--- config.mk ---
export PLATFORM = sky130hd
export DESIGN_NAME = load_store_unit
export DESIGN_NICKNAME = d
export VERILOG_FILES = /design/src/rtl/load_store_unit.sv
export SDC_FILE = /design/constraint.sdc
export NUM_CORES = 1
export LEC_CHECK = 0
export ABC_AREA = 0
export ABC_CLOCK_PERIOD_IN_PS = 2800
export CORE_ASPECT_RATIO = 0.8
export CORE_MARGIN = 2
export CORE_UTILIZATION = 47
export CTS_CLUSTER_DIAMETER = 50
export DETAILED_ROUTE_END_ITERATION = 6
export PLACE_DENSITY = 0.86
export SLEW_MARGIN = 10
export SYNTH_ARGS = -nofsm -noshare
export SYNTH_HDL_FRONTEND = slang
export SYNTH_SLANG_ARGS = --single-unit
--- constraint.sdc ---
create_clock -name clk -period 2.8 [get_ports clk]
set_input_delay 0.56 -clock clk [delete_from_list [all_inputs] [get_ports clk]]
set_output_delay 0.56 -clock clk [all_outputs]
set_load 0.02 [all_outputs]
--- src/rtl/load_store_unit.sv ---
// Load/store unit: turns one CPU load/store request at a time into
// word-port accesses; sub-word stores use read-modify-write.
// Ports:
//   clk, rst                 clock, synchronous active-high reset
//   req_valid/req_ready      request handshake (ready only when idle)
//   req_write/funct3/addr    request kind, size/sign and byte address
//   req_wdata                store data (low byte/half for sb/sh)
//   resp_valid/rdata/err     one-cycle completion pulse with result
//   mem_read/write/addr      word-port controls, addr word-aligned
//   mem_wdata/mem_rdata      word-port data (combinational read)
module load_store_unit #(
  parameter int ADDR_WIDTH = 32,
  parameter int MEM_WORDS  = 256
) (
  input  logic                  clk,
  input  logic                  rst,
  input  logic                  req_valid,
  output logic                  req_ready,
  input  logic                  req_write,
  input  logic [2:0]            req_funct3,
  input  logic [ADDR_WIDTH-1:0] req_addr,
  input  logic [31:0]           req_wdata,
  output logic                  resp_valid,
  output logic [31:0]           resp_rdata,
  output logic                  resp_err,
  output logic                  mem_read,
  output logic                  mem_write,
  output logic [ADDR_WIDTH-1:0] mem_addr,
  output logic [31:0]           mem_wdata,
  input  logic [31:0]           mem_rdata
);

  typedef enum logic [2:0] {
    S_IDLE,
    S_LOAD,
    S_RMW_RD,
    S_WRITE,
    S_DONE,
    S_ERR
  } state_t;

  localparam logic [ADDR_WIDTH-3:0] WORD_LIMIT =
    (ADDR_WIDTH-2)'(MEM_WORDS);

  state_t                  state_q, state_d;
  logic                    write_q, write_d;
  logic [2:0]              funct3_q, funct3_d;
  logic [ADDR_WIDTH-1:0]   addr_q, addr_d;
  logic [31:0]             wdata_q, wdata_d;
  logic [31:0]             merge_q, merge_d;
  logic [31:0]             rdata_q, rdata_d;

  logic        f3_legal;
  logic        misaligned;
  logic        out_of_range;
  logic        req_err;
  logic [4:0]  lane_sh;
  logic [31:0] shifted;
  logic [31:0] load_val;
  logic [31:0] lane_mask;
  logic [31:0] lane_data;
  logic [31:0] store_word;

  // Request screening, evaluated on the raw request in IDLE.
  always_comb begin
    f3_legal = 1'b0;
    if (req_write) begin
      f3_legal = (req_funct3 == 3'b000) ||
                 (req_funct3 == 3'b001) ||
                 (req_funct3 == 3'b010);
    end else begin
      f3_legal = (req_funct3 == 3'b000) ||
                 (req_funct3 == 3'b001) ||
                 (req_funct3 == 3'b010) ||
                 (req_funct3 == 3'b100) ||
                 (req_funct3 == 3'b101);
    end
    misaligned = 1'b0;
    if (req_funct3[1:0] == 2'b01) begin
      misaligned = req_addr[0];
    end else if (req_funct3[1:0] == 2'b10) begin
      misaligned = (req_addr[1:0] != 2'b00);
    end
    out_of_range =
      (req_addr[ADDR_WIDTH-1:2] >= WORD_LIMIT);
    req_err = !f3_legal || misaligned || out_of_range;
  end

  // Lane select and extension of the read word.
  always_comb begin
    lane_sh  = {addr_q[1:0], 3'b000};
    shifted  = mem_rdata >> lane_sh;
    load_val = shifted;
    case (funct3_q)
      3'b000:  load_val = {{24{shifted[7]}}, shifted[7:0]};
      3'b100:  load_val = {24'b0, shifted[7:0]};
      3'b001:  load_val = {{16{shifted[15]}}, shifted[15:0]};
      3'b101:  load_val = {16'b0, shifted[15:0]};
      default: load_val = shifted;
    endcase
  end

  // Store word: full word for sw, merged lane for sb/sh.
  always_comb begin
    lane_mask = 32'hFFFF_FFFF;
    lane_data = wdata_q;
    case (funct3_q[1:0])
      2'b00: begin
        lane_mask = 32'h0000_00FF << lane_sh;
        lane_data = {24'b0, wdata_q[7:0]} << lane_sh;
      end
      2'b01: begin
        lane_mask = 32'h0000_FFFF << lane_sh;
        lane_data = {16'b0, wdata_q[15:0]} << lane_sh;
      end
      default: begin
        lane_mask = 32'hFFFF_FFFF;
        lane_data = wdata_q;
      end
    endcase
    if (funct3_q[1:0] == 2'b10) begin
      store_word = wdata_q;
    end else begin
      store_word = (merge_q & ~lane_mask) |
                   (lane_data & lane_mask);
    end
  end

  // Next-state and datapath register updates.
  always_comb begin
    state_d  = state_q;
    write_d  = write_q;
    funct3_d = funct3_q;
    addr_d   = addr_q;
    wdata_d  = wdata_q;
    merge_d  = merge_q;
    rdata_d  = rdata_q;
    case (state_q)
      S_IDLE: begin
        if (req_valid) begin
          write_d  = req_write;
          funct3_d = req_funct3;
          addr_d   = req_addr;
          wdata_d  = req_wdata;
          rdata_d  = 32'b0;
          if (req_err) begin
            state_d = S_ERR;
          end else if (!req_write) begin
            state_d = S_LOAD;
          end else if (req_funct3[1:0] == 2'b10) begin
            state_d = S_WRITE;
          end else begin
            state_d = S_RMW_RD;
          end
        end
      end
      S_LOAD: begin
        rdata_d = load_val;
        state_d = S_DONE;
      end
      S_RMW_RD: begin
        merge_d = mem_rdata;
        state_d = S_WRITE;
      end
      S_WRITE: begin
        state_d = S_DONE;
      end
      S_DONE, S_ERR: begin
        rdata_d = 32'b0;
        state_d = S_IDLE;
      end
      default: begin
        state_d = S_IDLE;
      end
    endcase
  end

  always_ff @(posedge clk) begin
    if (rst) begin
      state_q  <= S_IDLE;
      write_q  <= 1'b0;
      funct3_q <= 3'b0;
      addr_q   <= '0;
      wdata_q  <= 32'b0;
      merge_q  <= 32'b0;
      rdata_q  <= 32'b0;
    end else begin
      state_q  <= state_d;
      write_q  <= write_d;
      funct3_q <= funct3_d;
      addr_q   <= addr_d;
      wdata_q  <= wdata_d;
      merge_q  <= merge_d;
      rdata_q  <= rdata_d;
    end
  end

  logic mem_busy;

  // Outputs decode from the registered state only; the write strobe
  // is also masked by rst so a reset cycle never commits a store.
  always_comb begin
    mem_busy   = (state_q == S_LOAD) ||
                 (state_q == S_RMW_RD) ||
                 (state_q == S_WRITE);
    req_ready  = (state_q == S_IDLE);
    resp_valid = (state_q == S_DONE) ||
                 (state_q == S_ERR);
    resp_err   = (state_q == S_ERR);
    resp_rdata = rdata_q;
    mem_read   = (state_q == S_LOAD) ||
                 (state_q == S_RMW_RD);
    mem_write  = (state_q == S_WRITE) && !rst;
    mem_addr   = mem_busy ?
                 {addr_q[ADDR_WIDTH-1:2], 2'b00} : '0;
    mem_wdata  = (state_q == S_WRITE) ?
                 store_word : 32'b0;
  end

  logic unused_write;
  assign unused_write = write_q;

endmodule

# After elaboration in Yosys (flattened, before gate mapping)
# Index checks and enable logic that the tools add are counted.
totals:
  reg_bits: 134
  latch_bits: 0
  mem_bits_rw: 0
  mem_bits_ro: 0
  wordCells: 71
  memories: 0
op_classes:
  add_sub_neg: 0
  n_mul: 0
  div_mod_pow: 0
  order_cmp: 1
  eq_ne: 17
  n_shift: 5
  muxes: 16
  bitwise: 4
  reduce_logical: 22
ops:
  columns: ["cell", "n"]
  rows:
  - ["two-way mux 32 bit", 4]
  - ["one-hot mux 32 bit (2 select lines)", 2]
  - ["one-hot mux 32 bit (4 select lines)", 1]
  - ["one-hot mux 32 bit (3 select lines)", 1]
  - ["bitwise AND 32 bit", 2]
  - ["NOT 32 bit", 1]
  - ["bitwise OR 32 bit", 1]
  - ["<< shifter 16 x 5 -> 32 bit", 1]
  - ["<< shifter 16 x 5 -> 32 bit, first input constant", 1]
  - ["<< shifter 8 x 5 -> 32 bit", 1]
  - ["<< shifter 8 x 5 -> 32 bit, first input constant", 1]
  - [">> shifter 32 x 5 -> 32 bit", 1]
  - [">= comparator 30 x 9 -> 1 bit, second input constant", 1]
  - ["equality test 3 bit, second input constant", 6]
  - ["equality test 3 x 1 -> 1 bit, second input constant", 3]
  - ["equality test 3 x 2 -> 1 bit, second input constant", 3]
  - ["zero test 3 bit", 3]
  - ["logical OR 1 bit", 9]
  - ["one-hot mux 3 bit (3 select lines)", 1]
  - ["two-way mux 3 bit", 2]
  - ["equality test 2 x 1 -> 1 bit, second input constant", 2]
  - ["equality test 2 bit, second input constant", 2]
  - ["two-way mux 1 bit", 4]
  - ["AND reduction 2 bit", 2]
  - ["other kinds (8)", 10]

# Depth between registers and ports, before layout
depth:
  depth_word: 12
  ltp_mapped: 7
  depth_no_buf: 4

# Worst setup path after synthesis
# OpenSTA, ideal clock, no wires.
synth_path:
  path_kind: "reg2out"
  start: "reg addr_q[1]"
  end: "out mem_wdata[16]"
  arrival_ps: 1867
  setup_slack_ps: 373
  path_stages_with_launch: 7
  path_buffers: 2
  path_cell_list: "dfxtp_1 buf_2 and3b_1 clkbuf_1 nor3_1 a22oi_1 a21oi_1"
synth_via:
  elab_chain_cells: 7
synth_rtl:
  columns: ["element", "line_no", "rtl"]
  rows:
  - ["start: declaration", "48", "logic [ADDR_WIDTH-1:0] addr_q, addr_d;"]
  - ["start signal: assignment", "191", "addr_q <= addr_d;"]
  - ["<< shifter 16 x 5 -> 32 bit / << shifter 8 x 5 -> 32 bit (equally long branches)", "113, 109", null]
  - ["one-hot mux 32 bit (2 select lines)", "107", "case (funct3_q[1:0])"]
  - ["NOT 32 bit", "124", "store_word = (merge_q & ~lane_mask) |"]
  - ["bitwise AND 32 bit", "124", null]
  - ["bitwise OR 32 bit (*)", "124", null]
  - ["two-way mux 32 bit (*)", "121", "if (funct3_q[1:0] == 2'b10) begin"]
  - ["two-way mux 32 bit (*)", "216", "mem_wdata = (state_q == S_WRITE) ?"]
  - ["end: declaration", "29", "output logic [31:0] mem_wdata,"]
# Every way passes the cells marked *; elsewhere a longest branch is shown, timed or not.

# Worst setup path in the final report
layout_path:
  start: "reg addr_q[1]"
  end: "out mem_wdata[23]"
# Same word-level chain as after synthesis.

==> impl_metrics.py <==
metrics = {
    "outcome": {
        "run_status": "finished clean",
    },
    "placed_design": {
        "numPortBuffers": 201,
        "gp_congestion": 0.980,
        "hpwl_mm": 14.9,
        "placed_cell_area_mm2": 0.00861,
    },
    "route": {
        "dr.pass1.iters": 6,
        "finalWirelength_mm": 20.9,
        "viasPerCell": 5.58,
        "ant_nets": 0,
        "vias": 6614,
        "wl_per_cell_um": 17.7,
        "drtIter0Drc": 618,
        "drc": 0,
    },
    "finish": {
        "post-route-util_pct": 70.9,
        "antenna_cells": 0,
        "final_nets": 1101,
        "area_growth_pct": 45.9,
        "drive_gt1_share_pct": 13.4,
        "fin_area_mm2": 0.00923,
    },
    "synth": {
        "synth_cells": 802,
        "synth_edf_count": 0,
        "yosysTopAreaCellShare_pct": 42.4,
        "synthTopCellsByArea": "dfxtp_1, nand2_1, a21oi_1",
        "synth_cell_types": 42,
        "ys_seq_area_share_pct": 42.4,
        "ys.flop_type": "dfxtp_1",
        "yosysWarningCount": 0,
        "async_flop_share_pct": 0,
        "syn-cell-area_mm2": 0.00632,
        "synth_largest_area_cell": "dfxtp_1",
        "syn_avg_cell_area_um2": 7.88,
        "ys_ff_latch": 134,
    },
    "timing": {
        "fmax_ghz": 0.366,
        "period_minus_slack_ns": 2.73,
        "hold_violations": 0,
        "slew_violations": 0,
        "rsz0062_at_grt": "no",
        "maxSlewHeadroom_pct": 22.8,
        "fin_skew_ns": 0.00972,
        "tightestPinTransition_ns": 1.16,
        "finalSetupViolations": 0,
        "period_share_pct": 97.6,
        "fin_setup_tns_ns": 0,
        "hold_ws_ns": 0.449,
    },
    "cts": {
        "clkTransAtPathRegs_ns": 0.05,
        "cts_tree": "yes",
        "clk_latency_ns": 0.42,
        "numCtsBuffers": 17,
        "clkSinkCount": 134,
        "postCtsSetupBuffers": 0,
        "clockBufferDepth": 2,
        "cts_hold_buf": 0,
        "root_buffer": "clkbuf_16",
        "htreeDepth": 4,
    },
    "power": {
        "power_density_mw_per_mm2": 568,
        "peakVddDrop_v": 0.000534,
        "cellLeakagePower_nw": 3.49,
    },
    "global_route": {
        "grt_pass1_vias": 6286,
        "grt_pass1_wl_mm": 32.6,
        "antenna_found_initial": 0,
        "grt_max_degree": 112,
        "grt_overflow": 0,
        "grt_usage_pct": 29.1,
    },
    "critical_path": {
        "r2r_slack_ns": 0.70,
        "path_max_fanout": 9,
        "rr_worst_depth": 5,
        "cp-start-kind": "flip-flop",
        "end_kind": "primary output",
        "r2r_start": "addr_q[0]$_SDFFE_PP0P_",
        "cp_data_required_time_ns": 2.24,
        "crit_type": "reg2out",
        "cp.arrival_ns": 2.17,
        "r2r-end": "resp_rdata[10]$_SDFFE_PP0P_",
    },
    "floorplan": {
        "die_y_um": 108,
        "start_util_pct": 48.6,
        "dieArea_mm2": 0.0144,
        "fp-row-count": 37,
        "core-area_mm2": 0.0130,
        "pin_count": 204,
        "die_w_um": 134,
    },
    "min_path": {
        "hold_depth": 2,
        "hold_class": "reg2reg",
        "min_from": "addr_q[18]$_SDFFE_PP0P_",
        "holdPathEnd": "addr_q[18]$_SDFFE_PP0P_",
    },
    "flow_run": {
        "drv_cap": 0,
    },
}
## worst max-delay path by stage
| stage | cells after the start | slack [ns] | from | to |
|---|---|---|---|---|
| floorplan | 6 | 0.37 | addr_q[1]$_SDFFE_PP0P_ | mem_wdata[16] |
| global placement | 6 | 0.07 | funct3_q[1]$_SDFFE_PP0P_ | mem_wdata[15] |
| detailed placement | 6 | 0.08 | funct3_q[1]$_SDFFE_PP0P_ | mem_wdata[15] |
| CTS | 7 | 0.003 | addr_q[1]$_SDFFE_PP0P_ | mem_wdata[6] |
| global route | 6 | 0.003 | addr_q[1]$_SDFFE_PP0P_ | mem_wdata[22] |
| finish | 6 | 0.07 | addr_q[1]$_SDFFE_PP0P_ | mem_wdata[23] |
## Yosys cell counts, types with 2 or more instances
cell and n:
mux2_2 15, a22oi_1 31, inv_1 3, buf_2 10, nand2_1 238, a21oi_1 127, nor2b_1 12, nor2_1 31
a221o_2 8, and2_1 32, nor3_1 12, buf_6 2, o21ai_0 9, mux4_2 9, buf_1 3, dfxtp_1 134
o2bb2ai_1 8, a211oi_1 2, clkbuf_1 49, nand3b_1 2, mux2i_1 10, a221oi_1 7, buf_4 3, a221o_1 8
nor4_1 6, nand2b_1 3, or2_2 11, o211ai_1 2, and3b_1 2
## through the flow
| step | instances | total power [mW] | setup WS, ns |
|---|---|---|---|
| 6_report | 1186 | 5.24 | 0.0670 |
| 5_1_grt | 1186 | 5.42 | 0.00314 |
| 4_1_cts | 1186 | 5.25 | 0.00289 |
| 3_5_place_dp | 1154 | 2.85 | 0.0846 |
| 3_3_place_gp | 1154 | 2.84 | 0.0691 |
| 2_1_floorplan | 803 | 2.47 | 0.373 |
## what timing repair did
item / in CTS / in global routing
hold endpoints to repair: 0 / 0
pin swaps: 0 / 1
endpoints found under the setup margin: 32 / 37
resized for setup: 41 / 25
## cells in the final DEF, fill, tap and decap left out, drive strengths merged, types with 15 or more instances in the layout
master           n
nand2          238
clkdlybuf4s50  168
dfxtp          134
a21oi          128
buf             43
and2            32
a22oi           31
nor2            31
clkbuf          28
dlygate4sd2     19
a221o           16
mux2            15
## sequential cells by signal (all words and copies together) (netlist names)
| signal | flops |
|---|---|
| addr_q | 32 |
| funct3_q | 3 |
| merge_q | 32 |
| resp_rdata | 32 |
| state_q | 3 |
| wdata_q | 32 |
## routing by layer
layer	vias to the layer above	GRT usage (%)	share of wire, %
met2	374	45.5	45
met1	3055	37.2	41
li1	3144	-	-
met3	41	10.4	12
met5	-	0	0
met4	0	10.5	2.1
## kinds of logic (layout without fill, tap and decap cells)
family / count (synthesis) / in the layout / share of synthesized area [%]
simple gates: 357 / 357 / 25.0
compound gates: 206 / 206 / 20.3
flops: 134 / 134 / 42.4
buf+inv: 70 / 278 / 4.77
mux: 34 / 34 / 7.46
other cells: 1 / 2 / 0.0593
## worst max-delay path, cell delays in order, from the launching register on
cell and delay, ns:
dfxtp_1 0.42, and3b_2 0.32, nor3_1 0.19, buf_4 0.19, a22oi_1 0.08, a21oi_1 0.23
clkdlybuf4s15_1 0.34
## report_power, final
group	switching [mW]	leakage (nW)	total, mW	internal, mW
logic	0.406	2.09	0.783	0.377
clock network	0.839	0.310	2.40	1.56
registers	0.0610	1.09	2.05	1.99
## cell type report
type                            instances  area [µm²]
Fill cell                            1015        3780
Clock inverter                         11         171
Tap cell                              175         219
Timing Repair Buffer                  243        2310
Inverter                                3        11.3
Sequential cell                       134        2680
Clock buffer                           21         470
Multi-Input combinational cell        599        3360
Power figures use the tool's default switching activity.
